[src/rtl/riscv_pkg.sv]
// Shared RV32I definitions for the pipeline blocks.
// Holds datapath widths, the forwarding / A-source / result-source encodings,
// the ALU op codes and the ID/EX pipeline register record.
package riscv_pkg;

  localparam int unsigned XLEN      = 32;
  localparam int unsigned REG_AW    = 5;
  localparam int unsigned ALUCTRL_W = 5;

  // Forwarding selects, driven by the hazard unit.
  localparam logic [1:0] FWD_REG = 2'b00;
  localparam logic [1:0] FWD_W   = 2'b01;
  localparam logic [1:0] FWD_M   = 2'b10;

  // ALU operand A source.
  localparam logic [1:0] SRCA_REG  = 2'b00;
  localparam logic [1:0] SRCA_PC   = 2'b01;
  localparam logic [1:0] SRCA_ZERO = 2'b10;

  // Writeback result source.
  localparam logic [1:0] RESULT_ALU = 2'b00;
  localparam logic [1:0] RESULT_MEM = 2'b01;
  localparam logic [1:0] RESULT_PC4 = 2'b10;

  // ALU operations. All-zero is ADD, so a cleared register makes the ALU compute 0+0.
  localparam logic [ALUCTRL_W-1:0] ALU_ADD  = 5'b00000;
  localparam logic [ALUCTRL_W-1:0] ALU_SUB  = 5'b00001;
  localparam logic [ALUCTRL_W-1:0] ALU_AND  = 5'b00010;
  localparam logic [ALUCTRL_W-1:0] ALU_OR   = 5'b00011;
  localparam logic [ALUCTRL_W-1:0] ALU_XOR  = 5'b00100;
  localparam logic [ALUCTRL_W-1:0] ALU_SLT  = 5'b00101;
  localparam logic [ALUCTRL_W-1:0] ALU_SLTU = 5'b00110;
  localparam logic [ALUCTRL_W-1:0] ALU_SLL  = 5'b00111;
  localparam logic [ALUCTRL_W-1:0] ALU_SRL  = 5'b01000;
  localparam logic [ALUCTRL_W-1:0] ALU_SRA  = 5'b01001;

  // Everything captured at the ID/EX boundary.
  typedef struct packed {
    logic [XLEN-1:0]      rd1;
    logic [XLEN-1:0]      rd2;
    logic [XLEN-1:0]      pc;
    logic [XLEN-1:0]      pc_plus4;
    logic [XLEN-1:0]      imm_ext;
    logic [REG_AW-1:0]    rs1;
    logic [REG_AW-1:0]    rs2;
    logic [REG_AW-1:0]    rd;
    logic                 reg_write;
    logic [1:0]           result_src;
    logic                 mem_write;
    logic                 jump;
    logic                 branch;
    logic [ALUCTRL_W-1:0] alu_control;
    logic [2:0]           funct3;
    logic [1:0]           alu_src_a;
    logic                 alu_src_b;
    logic                 valid;
  } id_ex_regs_t;

endpackage

[src/rtl/id_ex_stage_if.sv]
// ID/EX stage bus: Decode-side inputs, hazard-unit controls, M/W forwarding
// values, and the EX-side outputs.
//   master : drives D-side, hazard and forwarding signals; observes E-side.
//   slave  : the stage itself; the reverse direction.
interface id_ex_stage_if;
  import riscv_pkg::*;

  // Hazard unit
  logic                 StallE;
  logic                 FlushE;
  logic [1:0]           ForwardAE;
  logic [1:0]           ForwardBE;
  // Decode side
  logic [XLEN-1:0]      RD1D;
  logic [XLEN-1:0]      RD2D;
  logic [XLEN-1:0]      PCD;
  logic [XLEN-1:0]      PCPlus4D;
  logic [XLEN-1:0]      ImmExtD;
  logic [REG_AW-1:0]    Rs1D;
  logic [REG_AW-1:0]    Rs2D;
  logic [REG_AW-1:0]    RdD;
  logic                 RegWriteD;
  logic [1:0]           ResultSrcD;
  logic                 MemWriteD;
  logic                 JumpD;
  logic                 BranchD;
  logic [ALUCTRL_W-1:0] ALUControlD;
  logic [2:0]           funct3D;
  logic [1:0]           ALUSrcAD;
  logic                 ALUSrcBD;
  // Forwarded results from later stages
  logic [XLEN-1:0]      ALUResultM;
  logic [XLEN-1:0]      ResultW;
  // Execute side
  logic [XLEN-1:0]      SrcAE;
  logic [XLEN-1:0]      SrcBE;
  logic [XLEN-1:0]      WriteDataE;
  logic [ALUCTRL_W-1:0] ALUControlE;
  logic [2:0]           funct3E;
  logic [XLEN-1:0]      PCE;
  logic [XLEN-1:0]      PCPlus4E;
  logic [XLEN-1:0]      ImmExtE;
  logic [REG_AW-1:0]    Rs1E;
  logic [REG_AW-1:0]    Rs2E;
  logic [REG_AW-1:0]    RdE;
  logic                 RegWriteE;
  logic                 MemWriteE;
  logic                 JumpE;
  logic                 BranchE;
  logic [1:0]           ResultSrcE;
  logic                 ValidE;

  modport master (
    output StallE, FlushE, ForwardAE, ForwardBE,
    output RD1D, RD2D, PCD, PCPlus4D, ImmExtD, Rs1D, Rs2D, RdD,
    output RegWriteD, ResultSrcD, MemWriteD, JumpD, BranchD,
    output ALUControlD, funct3D, ALUSrcAD, ALUSrcBD,
    output ALUResultM, ResultW,
    input  SrcAE, SrcBE, WriteDataE, ALUControlE, funct3E, PCE, PCPlus4E, ImmExtE,
    input  Rs1E, Rs2E, RdE, RegWriteE, MemWriteE, JumpE, BranchE, ResultSrcE, ValidE
  );

  modport slave (
    input  StallE, FlushE, ForwardAE, ForwardBE,
    input  RD1D, RD2D, PCD, PCPlus4D, ImmExtD, Rs1D, Rs2D, RdD,
    input  RegWriteD, ResultSrcD, MemWriteD, JumpD, BranchD,
    input  ALUControlD, funct3D, ALUSrcAD, ALUSrcBD,
    input  ALUResultM, ResultW,
    output SrcAE, SrcBE, WriteDataE, ALUControlE, funct3E, PCE, PCPlus4E, ImmExtE,
    output Rs1E, Rs2E, RdE, RegWriteE, MemWriteE, JumpE, BranchE, ResultSrcE, ValidE
  );

endinterface

[src/rtl/id_ex_stage_fwd_mux.sv]
// fwd_mux: 3:1 XLEN-wide forwarding mux for one ALU operand.
//   sel     : FWD_REG / FWD_W / FWD_M; the unused code 2'b11 selects the register value
//   reg_val : operand from the ID/EX register
//   w_val   : WB-stage result
//   m_val   : MEM-stage ALU result
//   fwd     : selected operand
module fwd_mux
  import riscv_pkg::*;
(
  input  logic [1:0]      sel,
  input  logic [XLEN-1:0] reg_val,
  input  logic [XLEN-1:0] w_val,
  input  logic [XLEN-1:0] m_val,
  output logic [XLEN-1:0] fwd
);

  always_comb begin
    fwd = reg_val;
    case (sel)
      FWD_W:   fwd = w_val;
      FWD_M:   fwd = m_val;
      default: fwd = reg_val;
    endcase
  end

endmodule

[src/rtl/id_ex_stage.sv]
// id_ex_stage: ID/EX pipeline register plus EX operand selection.
//   clk   : rising-edge clock
//   rst_n : synchronous active-low reset
//   bus   : id_ex_stage_if.slave carrying Decode inputs, stall/flush, forwarding
//           selects, M/W results and all EX-side outputs
// Priority at each edge: reset, then flush (bubble), then stall (hold), then load.
// Operand forwarding and source selection are combinational after the register,
// so they track ALUResultM / ResultW even while the register is stalled.
module id_ex_stage
  import riscv_pkg::*;
(
  input  logic         clk,
  input  logic         rst_n,
  id_ex_stage_if.slave bus
);

  id_ex_regs_t regs_q, regs_d;
  logic [XLEN-1:0] fwd_a, fwd_b;

  always_comb begin
    regs_d = regs_q;
    if (!bus.StallE) begin
      regs_d.rd1         = bus.RD1D;
      regs_d.rd2         = bus.RD2D;
      regs_d.pc          = bus.PCD;
      regs_d.pc_plus4    = bus.PCPlus4D;
      regs_d.imm_ext     = bus.ImmExtD;
      regs_d.rs1         = bus.Rs1D;
      regs_d.rs2         = bus.Rs2D;
      regs_d.rd          = bus.RdD;
      regs_d.reg_write   = bus.RegWriteD;
      regs_d.result_src  = bus.ResultSrcD;
      regs_d.mem_write   = bus.MemWriteD;
      regs_d.jump        = bus.JumpD;
      regs_d.branch      = bus.BranchD;
      regs_d.alu_control = bus.ALUControlD;
      regs_d.funct3      = bus.funct3D;
      regs_d.alu_src_a   = bus.ALUSrcAD;
      regs_d.alu_src_b   = bus.ALUSrcBD;
      regs_d.valid       = 1'b1;
    end
  end

  // A bubble is all-zero: no writes, no redirect, ALU computes ADD 0+0.
  always_ff @(posedge clk) begin
    if (!rst_n || bus.FlushE) begin
      regs_q <= '0;
    end else begin
      regs_q <= regs_d;
    end
  end

  fwd_mux u_fwd_a (
    .sel     (bus.ForwardAE),
    .reg_val (regs_q.rd1),
    .w_val   (bus.ResultW),
    .m_val   (bus.ALUResultM),
    .fwd     (fwd_a)
  );

  fwd_mux u_fwd_b (
    .sel     (bus.ForwardBE),
    .reg_val (regs_q.rd2),
    .w_val   (bus.ResultW),
    .m_val   (bus.ALUResultM),
    .fwd     (fwd_b)
  );

  always_comb begin
    bus.SrcAE = fwd_a;
    case (regs_q.alu_src_a)
      SRCA_PC:   bus.SrcAE = regs_q.pc;
      SRCA_ZERO: bus.SrcAE = '0;
      default:   bus.SrcAE = fwd_a;
    endcase
  end

  assign bus.SrcBE       = regs_q.alu_src_b ? regs_q.imm_ext : fwd_b;
  // Store data is always the forwarded rs2, even when B takes the immediate.
  assign bus.WriteDataE  = fwd_b;

  assign bus.ALUControlE = regs_q.alu_control;
  assign bus.funct3E     = regs_q.funct3;
  assign bus.PCE         = regs_q.pc;
  assign bus.PCPlus4E    = regs_q.pc_plus4;
  assign bus.ImmExtE     = regs_q.imm_ext;
  assign bus.Rs1E        = regs_q.rs1;
  assign bus.Rs2E        = regs_q.rs2;
  assign bus.RdE         = regs_q.rd;
  assign bus.RegWriteE   = regs_q.reg_write;
  assign bus.MemWriteE   = regs_q.mem_write;
  assign bus.JumpE       = regs_q.jump;
  assign bus.BranchE     = regs_q.branch;
  assign bus.ResultSrcE  = regs_q.result_src;
  assign bus.ValidE      = regs_q.valid;

endmodule

[src/flat_wrapper.sv]
// flat-port wrapper written by rule: the top's interface ports become plain ports
module id_ex_stage_flat import riscv_pkg::*;
  (clk, rst_n, bus_StallE, bus_FlushE, bus_ForwardAE, bus_ForwardBE, bus_RD1D, bus_RD2D, bus_PCD, bus_PCPlus4D, bus_ImmExtD, bus_Rs1D, bus_Rs2D, bus_RdD, bus_RegWriteD, bus_ResultSrcD, bus_MemWriteD, bus_JumpD, bus_BranchD, bus_ALUControlD, bus_funct3D, bus_ALUSrcAD, bus_ALUSrcBD, bus_ALUResultM, bus_ResultW, bus_SrcAE, bus_SrcBE, bus_WriteDataE, bus_ALUControlE, bus_funct3E, bus_PCE, bus_PCPlus4E, bus_ImmExtE, bus_Rs1E, bus_Rs2E, bus_RdE, bus_RegWriteE, bus_MemWriteE, bus_JumpE, bus_BranchE, bus_ResultSrcE, bus_ValidE);
  id_ex_stage_if bus_i ();
  input  logic clk;
  input  logic rst_n;
  input wire logic [$bits(bus_i.StallE)-1:0] bus_StallE;
  input wire logic [$bits(bus_i.FlushE)-1:0] bus_FlushE;
  input wire logic [$bits(bus_i.ForwardAE)-1:0] bus_ForwardAE;
  input wire logic [$bits(bus_i.ForwardBE)-1:0] bus_ForwardBE;
  input wire logic [$bits(bus_i.RD1D)-1:0] bus_RD1D;
  input wire logic [$bits(bus_i.RD2D)-1:0] bus_RD2D;
  input wire logic [$bits(bus_i.PCD)-1:0] bus_PCD;
  input wire logic [$bits(bus_i.PCPlus4D)-1:0] bus_PCPlus4D;
  input wire logic [$bits(bus_i.ImmExtD)-1:0] bus_ImmExtD;
  input wire logic [$bits(bus_i.Rs1D)-1:0] bus_Rs1D;
  input wire logic [$bits(bus_i.Rs2D)-1:0] bus_Rs2D;
  input wire logic [$bits(bus_i.RdD)-1:0] bus_RdD;
  input wire logic [$bits(bus_i.RegWriteD)-1:0] bus_RegWriteD;
  input wire logic [$bits(bus_i.ResultSrcD)-1:0] bus_ResultSrcD;
  input wire logic [$bits(bus_i.MemWriteD)-1:0] bus_MemWriteD;
  input wire logic [$bits(bus_i.JumpD)-1:0] bus_JumpD;
  input wire logic [$bits(bus_i.BranchD)-1:0] bus_BranchD;
  input wire logic [$bits(bus_i.ALUControlD)-1:0] bus_ALUControlD;
  input wire logic [$bits(bus_i.funct3D)-1:0] bus_funct3D;
  input wire logic [$bits(bus_i.ALUSrcAD)-1:0] bus_ALUSrcAD;
  input wire logic [$bits(bus_i.ALUSrcBD)-1:0] bus_ALUSrcBD;
  input wire logic [$bits(bus_i.ALUResultM)-1:0] bus_ALUResultM;
  input wire logic [$bits(bus_i.ResultW)-1:0] bus_ResultW;
  output wire logic [$bits(bus_i.SrcAE)-1:0] bus_SrcAE;
  output wire logic [$bits(bus_i.SrcBE)-1:0] bus_SrcBE;
  output wire logic [$bits(bus_i.WriteDataE)-1:0] bus_WriteDataE;
  output wire logic [$bits(bus_i.ALUControlE)-1:0] bus_ALUControlE;
  output wire logic [$bits(bus_i.funct3E)-1:0] bus_funct3E;
  output wire logic [$bits(bus_i.PCE)-1:0] bus_PCE;
  output wire logic [$bits(bus_i.PCPlus4E)-1:0] bus_PCPlus4E;
  output wire logic [$bits(bus_i.ImmExtE)-1:0] bus_ImmExtE;
  output wire logic [$bits(bus_i.Rs1E)-1:0] bus_Rs1E;
  output wire logic [$bits(bus_i.Rs2E)-1:0] bus_Rs2E;
  output wire logic [$bits(bus_i.RdE)-1:0] bus_RdE;
  output wire logic [$bits(bus_i.RegWriteE)-1:0] bus_RegWriteE;
  output wire logic [$bits(bus_i.MemWriteE)-1:0] bus_MemWriteE;
  output wire logic [$bits(bus_i.JumpE)-1:0] bus_JumpE;
  output wire logic [$bits(bus_i.BranchE)-1:0] bus_BranchE;
  output wire logic [$bits(bus_i.ResultSrcE)-1:0] bus_ResultSrcE;
  output wire logic [$bits(bus_i.ValidE)-1:0] bus_ValidE;
  assign bus_i.StallE = bus_StallE;
  assign bus_i.FlushE = bus_FlushE;
  assign bus_i.ForwardAE = bus_ForwardAE;
  assign bus_i.ForwardBE = bus_ForwardBE;
  assign bus_i.RD1D = bus_RD1D;
  assign bus_i.RD2D = bus_RD2D;
  assign bus_i.PCD = bus_PCD;
  assign bus_i.PCPlus4D = bus_PCPlus4D;
  assign bus_i.ImmExtD = bus_ImmExtD;
  assign bus_i.Rs1D = bus_Rs1D;
  assign bus_i.Rs2D = bus_Rs2D;
  assign bus_i.RdD = bus_RdD;
  assign bus_i.RegWriteD = bus_RegWriteD;
  assign bus_i.ResultSrcD = bus_ResultSrcD;
  assign bus_i.MemWriteD = bus_MemWriteD;
  assign bus_i.JumpD = bus_JumpD;
  assign bus_i.BranchD = bus_BranchD;
  assign bus_i.ALUControlD = bus_ALUControlD;
  assign bus_i.funct3D = bus_funct3D;
  assign bus_i.ALUSrcAD = bus_ALUSrcAD;
  assign bus_i.ALUSrcBD = bus_ALUSrcBD;
  assign bus_i.ALUResultM = bus_ALUResultM;
  assign bus_i.ResultW = bus_ResultW;
  assign bus_SrcAE = bus_i.SrcAE;
  assign bus_SrcBE = bus_i.SrcBE;
  assign bus_WriteDataE = bus_i.WriteDataE;
  assign bus_ALUControlE = bus_i.ALUControlE;
  assign bus_funct3E = bus_i.funct3E;
  assign bus_PCE = bus_i.PCE;
  assign bus_PCPlus4E = bus_i.PCPlus4E;
  assign bus_ImmExtE = bus_i.ImmExtE;
  assign bus_Rs1E = bus_i.Rs1E;
  assign bus_Rs2E = bus_i.Rs2E;
  assign bus_RdE = bus_i.RdE;
  assign bus_RegWriteE = bus_i.RegWriteE;
  assign bus_MemWriteE = bus_i.MemWriteE;
  assign bus_JumpE = bus_i.JumpE;
  assign bus_BranchE = bus_i.BranchE;
  assign bus_ResultSrcE = bus_i.ResultSrcE;
  assign bus_ValidE = bus_i.ValidE;
  id_ex_stage u_core (.clk(clk), .rst_n(rst_n), .bus(bus_i));
endmodule
[config.mk]
export PLATFORM = sky130hd
export DESIGN_NAME = id_ex_stage_flat
export DESIGN_NICKNAME = d
export VERILOG_FILES = /design/src/rtl/riscv_pkg.sv /design/src/rtl/id_ex_stage_if.sv /design/src/rtl/id_ex_stage_fwd_mux.sv /design/src/rtl/id_ex_stage.sv /design/src/flat_wrapper.sv
export SDC_FILE = /design/constraint.sdc
export NUM_CORES = 1
export LEC_CHECK = 0
export CAP_MARGIN = 20
export CELL_PAD_IN_SITES_DETAIL_PLACEMENT = 1
export CELL_PAD_IN_SITES_GLOBAL_PLACEMENT = 2
export CORE_MARGIN = 2
export CORE_UTILIZATION = 25
export DETAILED_ROUTE_END_ITERATION = 7
export PLACE_DENSITY = 0.93
export SETUP_SLACK_MARGIN = 0.02
export SLEW_MARGIN = 20
export SYNTH_ARGS = -nofsm -noshare
export SYNTH_HDL_FRONTEND = slang
export SYNTH_SLANG_ARGS = --single-unit
[constraint.sdc]
create_clock -name clk -period 5.14 [get_ports clk]
set_input_delay 1.028 -clock clk [delete_from_list [all_inputs] [get_ports clk]]
set_output_delay 1.028 -clock clk [all_outputs]
set_load 0.03 [all_outputs]
==> results.txt, run 1 <==
outcome: finished clean
Max Cap Violations: 0
Final ANT Viol Nets: 0
Vias/cell: 4.62
first-pass GRT wire length: 61,000 microns
post-synthesis sequential area ratio: 39.2%
First DRT Iteration DRCs: 303
ranking of synthesized cells by area: dfxtp_1 (39%), mux2i_1 (20%), buf_4 (11%)
Leakage: 5.74 nW
Critical Path Fanout Max: 30
Post-synth EDFFs: 0
fmax: 209 MHz
critical path cell sequence: clkdlybuf4s50_1 > inv_1 > ha_4 > buf_12 > a221oi_2 > a21oi_1 > mux2_2 > clkdlybuf4s50_1
Final Wtd Congestion: 0.856
CP Buf/Inv Count: 4
asr flop ratio synth: 0%
post-route insts no fill: 1,900
Final HPWL DP: 32,200 microns
layout cells sized above 1: 9.72%
CTS H-tree lvls: 4
CTS tree: yes
Total GRT Usage: 20.1%
Final Power: 4.15 mW
wire length on met2: 21,400 microns
worst-skew pair later-pin latency: 0.47 ns
setup tns final: 0 ns
final setup violation count: 0
IO Pins: 486
Final Max Slew Viols: 0
final core occ: 38.2%
Net Count, Synth: 1,318
CP required: 4.11 ns
met1 wire length: 15,800 microns
row count: 72
initial antenna violation count: 2
number of global-route vias before repair: 9,454
DR WL/cell: 22.0 microns
Synth top area share: 39.2%
CP peak stage delay: 0.67 ns
Setup crit start: bus_ForwardBE[0]
worst flop-to-flop path endpoint: u_core.regs_q[1]
root buffer cell: clkbuf_16
filler instances: 4,362
crit path to: bus_SrcBE[8]
hold_ws: 0.466 ns
Placed Cells incl. Taps: 1,866
# hold bufs at CTS: 0
instance count on the critical path: 8
Layout Nets: 1,636
Gate Count Post-Synth: 1,049
die footprint: 0.0410 sq mm
IO buf count: 485
post-cts resize count: 0
grt ovf: 0
met3 WL: 3170 microns
Worst path top cell family by delay: buffers and inverters
Syn Std Cell Area: 0.00985 sq mm
most common flop cell mapped by yosys: dfxtp_1
Slew @ Worst Pin: 0.973 ns
routed wire length: 41,700 microns
core area: 0.0387 sq mm
largest net degree at the start of global routing: 91
drt first pass iters: 4
TritonCTS Buffers: 17
post-synth top area cell: dfxtp_1
clock buffer depth: 2
clk_skew: 0 ns
die width: 203 microns
maximum VDD drop: 0.252 mV
pwr/cell area: 281 mW/mm^2
CP startpoint kind: primary input
Starting Density: 25.4%
critical path arrival: 3.76 ns
Layout area overhead: 50.1%
crit end category: primary output
Avg Cell Area, Syn: 9.39 sq um
Ys Warns: 0
highest routed layer: met5
reg-to-reg startpoint: u_core.regs_q[1]
total number of vias: 8,776
r2r worst-path depth: 2
Hold Path Class: flip-flop to flip-flop
CP Class: primary input to primary output
drt drc: 0
minimum clock period: 4.79 ns
Period Utilization, post-route: 93.2%
setup slack, reg-to-reg: 4.05 ns
Max-slew headroom: 35.1%
Sink Count: 193
most frequent CP cell: clkdlybuf4s50_1
Slowest-stage cell, CP: clkdlybuf4s50_1
Die Ht: 203 microns
final-report hold violation count: 0
RSZ-0062 raised after global routing: no
Synth Register Bits: 193
Setup Buffers After CTS: 0
Netlist cell types: 21
clock-pin slew on the worst setup and hold paths: 0.07 ns
worst min-delay path: cells and delay by family, from the launching register on:
kind,cells,cell delay (ns)
DFF,1,0.32
AOI/OAI and AO/OA,1,0.05
buffers and inverters,1,0.05
cells in the final DEF (no fill, tap or decap), drive strengths merged:
cell	n
clkdlybuf4s50	479
clkinv	3
clkinvlp	2
mux2i	192
dfxtp	193
nor2b	1
a221oi	64
nand3b	1
nand2b	2
inv	41
clkbuf	24
nand2	31
ha	5
o21ai	63
mux2	32
a21oi	34
buf	20
nor2	192
diode	3
worst min path at each step:
stage / from / end / cells past startpoint
finish: u_core.bus.ValidE / u_core.bus.ValidE / 2
global route: u_core.bus.ValidE / u_core.bus.ValidE / 2
global placement: u_core.bus.ValidE / u_core.bus.ValidE / 2
CTS: u_core.bus.ValidE / u_core.bus.ValidE / 2
floorplan: u_core.regs_q[161] / u_core.regs_q[161] / 2
detailed placement: u_core.bus.ValidE / u_core.bus.ValidE / 2
power breakdown:
part | switching [mW] | internal, mW | total [mW]
clock | 0.644 | 0.670 | 1.31
combinational | 0.679 | 0.577 | 1.26
sequential | 0.0370 | 1.54 | 1.58
total | 1.36 | 2.79 | 4.15
metal layers:
| metal | track usage (%) | vias to the layer above |
|---|---|---|
| met2 | 36.1 | 377 |
| met3 | 6.69 | 63 |
| met1 | 21.2 | 4220 |
| met5 | 0 | - |
| li1 | - | 4114 |
| met4 | 9.10 | 2 |
sequential cells by signal, summed over array words and instances, names as in the netlist:
register	count
u_core.bus.ALUControlE	5
u_core.bus.BranchE	1
u_core.bus.ImmExtE	32
u_core.bus.JumpE	1
u_core.bus.MemWriteE	1
u_core.bus.PCE	32
u_core.bus.PCPlus4E	32
u_core.bus.RdE	5
u_core.bus.RegWriteE	1
u_core.bus.ResultSrcE	2
u_core.bus.Rs1E	5
u_core.bus.Rs2E	5
u_core.bus.ValidE	1
u_core.bus.funct3E	3
u_core.regs_q	67
metrics by stage:
stage,setup WS (ns),area [sq um]
finish,0.348,14800
floorplan,1.48,9850
global route,0.283,14800
CTS,0.319,14800
detailed placement,0.321,14200
global placement,0.318,14200
synth_stat cells, types with 18 or more instances:
cell type and count:
dfxtp_1 193, nor2_1 192, a21oi_1 18, mux2_2 32
nand2_1 31, a221oi_1 34, inv_1 39, mux2i_1 192
a221oi_2 30, clkbuf_1 31, buf_4 144, o21ai_0 61
cell families after synthesis:
group / count (synthesis) / share of synthesized area (%)
AOI/OAI and AO/OA: 161 / 13.1
adders and majority gates: 5 / 0.635
DFF: 193 / 39.2
muxes: 224 / 23.2
buffers and inverters: 239 / 15.1
and+or+nand+nor: 227 / 8.76
layout make-up:
type / instances / area, sq um / share of cell area [%]
repair buffers: 499 / 5040 / 34.1
multi-input cells: 617 / 4530 / 30.7
flip-flops and latches: 193 / 3870 / 26.2
well taps: 518 / 648 / 4.38
clock buffers: 24 / 492 / 3.33
inverters: 39 / 146 / 0.990
clock inverters: 7 / 51.3 / 0.347
diodes: 3 / 7.51 / 0.0508
Note: power is estimated with default switching activity, not from simulation.
==> run 2: changes to the inputs <==
- CTS_CLUSTER_DIAMETER: not set -> 30
- SLEW_MARGIN: 20 -> 30
==> results.txt, run 2 (synthesis results as in run 1) <==
DR WL/cell: 21.9 microns (-0.45%)
Period Utilization, post-route: 93.7% (+0.48 points)
outcome: finished clean
Critical Path Fanout Max: 30 (unchanged)
clk_skew: 0 ns (unchanged)
Hold Path Class: flip-flop to flip-flop
CP Class: primary input to primary output
Final Wtd Congestion: 0.856 (unchanged)
clock-pin slew on the worst setup and hold paths: 0.08 ns (about the same)
CP required: 4.11 ns (about the same)
Layout Nets: 1,636 (unchanged)
Slowest-stage cell, CP: clkdlybuf4s50_1
pre-CTS setup slack: 0.337 ns (+0.0165 ns)
minimum clock period: 4.82 ns (+0.0247 ns)
clock share of power: 32.6% (+0.9 points)
Largest register FFs: 67 (unchanged)
register area: 0.00387 sq mm (unchanged)
setup tns final: 0 ns (unchanged)
Max Cap Violations: 0 (unchanged)
First DRT Iteration DRCs: 305 (+0.66%)
critical path cell sequence: clkdlybuf4s50_1 > inv_1 > ha_4 > buf_12 > a221oi_2 > a21oi_1 > mux2_2 > clkdlybuf4s50_1
die width: 203 microns (unchanged)
Psw: 1.35 mW (-0.56%)
Final Max Slew Viols: 0 (unchanged)
Reg with most FFs: u_core.regs_q
Comb pwr share: 29.8% (-0.5 points)
most frequent CP cell: clkdlybuf4s50_1
fmax: 208 MHz (-0.51%)
Setup Buffers After CTS: 0 (unchanged)
final setup violation count: 0 (unchanged)
setup ws final: 0.324 ns (-0.0247 ns)
drt first pass iters: 6 (+2)
CP startpoint kind: primary input
Vias/cell: 4.63 (+0.26%)
pwr/cell area: 284 mW/mm^2 (+1.1%)
internal power: 2.85 mW (+2.2%)
IO Pins: 486 (unchanged)
number of global-route vias before repair: 9,436 (-0.19%)
Final ANT Viol Nets: 0 (unchanged)
core area: 0.0387 sq mm (unchanged)
Max-slew headroom: 34.9% (-0.28 points)
Sw Ratio: 32.1% (-0.61 points)
Sink Count: 193 (unchanged)
first-pass GRT wire length: 60,800 microns (-0.34%)
Total GRT Usage: 19.9% (-0.14 points)
total number of vias: 8,808 (+0.36%)
initial antenna violation count: 3 (+1)
die footprint: 0.0410 sq mm (unchanged)
maximum VDD drop: 0.237 mV (-6.2%)
root buffer cell: clkbuf_16
Flop pwr share: 37.6% (-0.5 points)
commonest non-fill, non-tap cell in the layout: clkdlybuf4s50_1
# hold bufs at CTS: 0 (unchanged)
setup slack, reg-to-reg: 4.06 ns (about the same)
Die Ht: 203 microns (unchanged)
final-report hold violation count: 0 (unchanged)
CTS tree: yes
CP peak stage delay: 0.66 ns (about the same)
Layout area overhead: 50.5%
routed wire length: 41,600 microns (-0.35%)
Final Power: 4.21 mW (+1.3%)
critical path arrival: 3.79 ns (+0.03 ns)
largest net degree at the start of global routing: 91 (unchanged)
drt drc: 0 (unchanged)
Slew @ Worst Pin: 0.977 ns (+0.00423 ns)
worst-skew pair later-pin latency: 0.46 ns (about the same)
row count: 72 (unchanged)
footprint of the multi-input gates: 0.00453 sq mm (unchanged)
TritonCTS Buffers: 17 (unchanged)
post-cts resize count: 0 (unchanged)
Leakage: 5.76 nW (+0.27%)
RSZ-0062 raised after global routing: no
Starting Density: 25.4% (unchanged)
filler instances: 4,379 (+0.39%)
CTS H-tree lvls: 4 (unchanged)
clock buffer depth: 2 (unchanged)
highest-count cells in the layout ignoring fill and taps: clkdlybuf4s50_1 (479), mux2i_1 (192), nor2_1 (192), dfxtp_1 (192), o21ai_0 (61)
grt ovf: 0 (unchanged)
Final HPWL DP: 32,200 microns (about the same)
CP Buf/Inv Count: 4 (unchanged)
Worst path top cell family by delay: buffers and inverters
IO buf count: 485 (unchanged)
final core occ: 38.3% (+0.10 points)
crit end category: primary output
layout cells sized above 1: 9.79% (+0.073 points)
-- run 2: cell count changes in the layout (fill, tap and decap cells not counted), sizes merged --
| cell | delta |
|---|---|
| diode | +2 |
| bufinv | +1 |
| inv | -2 |
| clkinv | +1 |
-- run 2: layout make-up --
class / count / share of cell area (%)
Clock inverter: 7 / 0.515
Clock buffer: 24 / 3.38
Tap cell: 518 / 4.37
Antenna cell: 5 / 0.0844
Inverter: 39 / 0.987
Sequential cell: 193 / 26.1
Timing Repair Buffer: 499 / 34.0
Multi-Input combinational cell: 617 / 30.6
-- run 2: worst reg2reg max path: cells and delay by family, from the launching register on --
kind,cells,cell delay [ns]
flip-flops,1,0.74
multiplexers,1,0.17
AND/OR/NAND/NOR,1,0.11
-- run 2: per-stage QoR --
| stage | hold slack, ns | area (sq um) | std cells |
|---|---|---|---|
| finish | 0.468 | 14800 | 1902 |
| global route | 0.500 | 14800 | 1899 |
| CTS | 0.475 | 14800 | 1897 |
| detailed placement | 0.447 | 14200 | 1866 |
| global placement | 0.436 | 14200 | 1866 |
| floorplan | 0.458 | 9850 | 1049 |
-- run 2: routing by layer --
| layer | routed length, microns | global-route usage, % | up-vias |
|---|---|---|---|
| met2 | 21500 | 36.1 | 357 |
| met5 | 11 | 0 | - |
| met1 | 15800 | 21.1 | 4269 |
| met4 | 1310 | 8.92 | 2 |
| li1 | - | - | 4123 |
| met3 | 3010 | 6.29 | 57 |
-- run 2: worst paths after layout --
kind,cells past startpoint,start,endpoint
max,8,bus_ForwardBE[0],bus_SrcBE[8]
min,2,u_core.bus.ValidE,u_core.bus.ValidE
max reg2reg,2,u_core.regs_q[1],u_core.regs_q[1]
min reg2reg,2,u_core.bus.ValidE,u_core.bus.ValidE
-- run 2: power groups by stage --
stage               Sequential [mW]  Combinational, mW  Clock, mW
floorplan                      1.60              0.683          0
global route                   1.59               1.32       1.47
CTS                            1.58               1.27       1.43
finish                         1.58               1.25       1.37
global placement               1.61               1.25          0
detailed placement             1.62               1.27          0
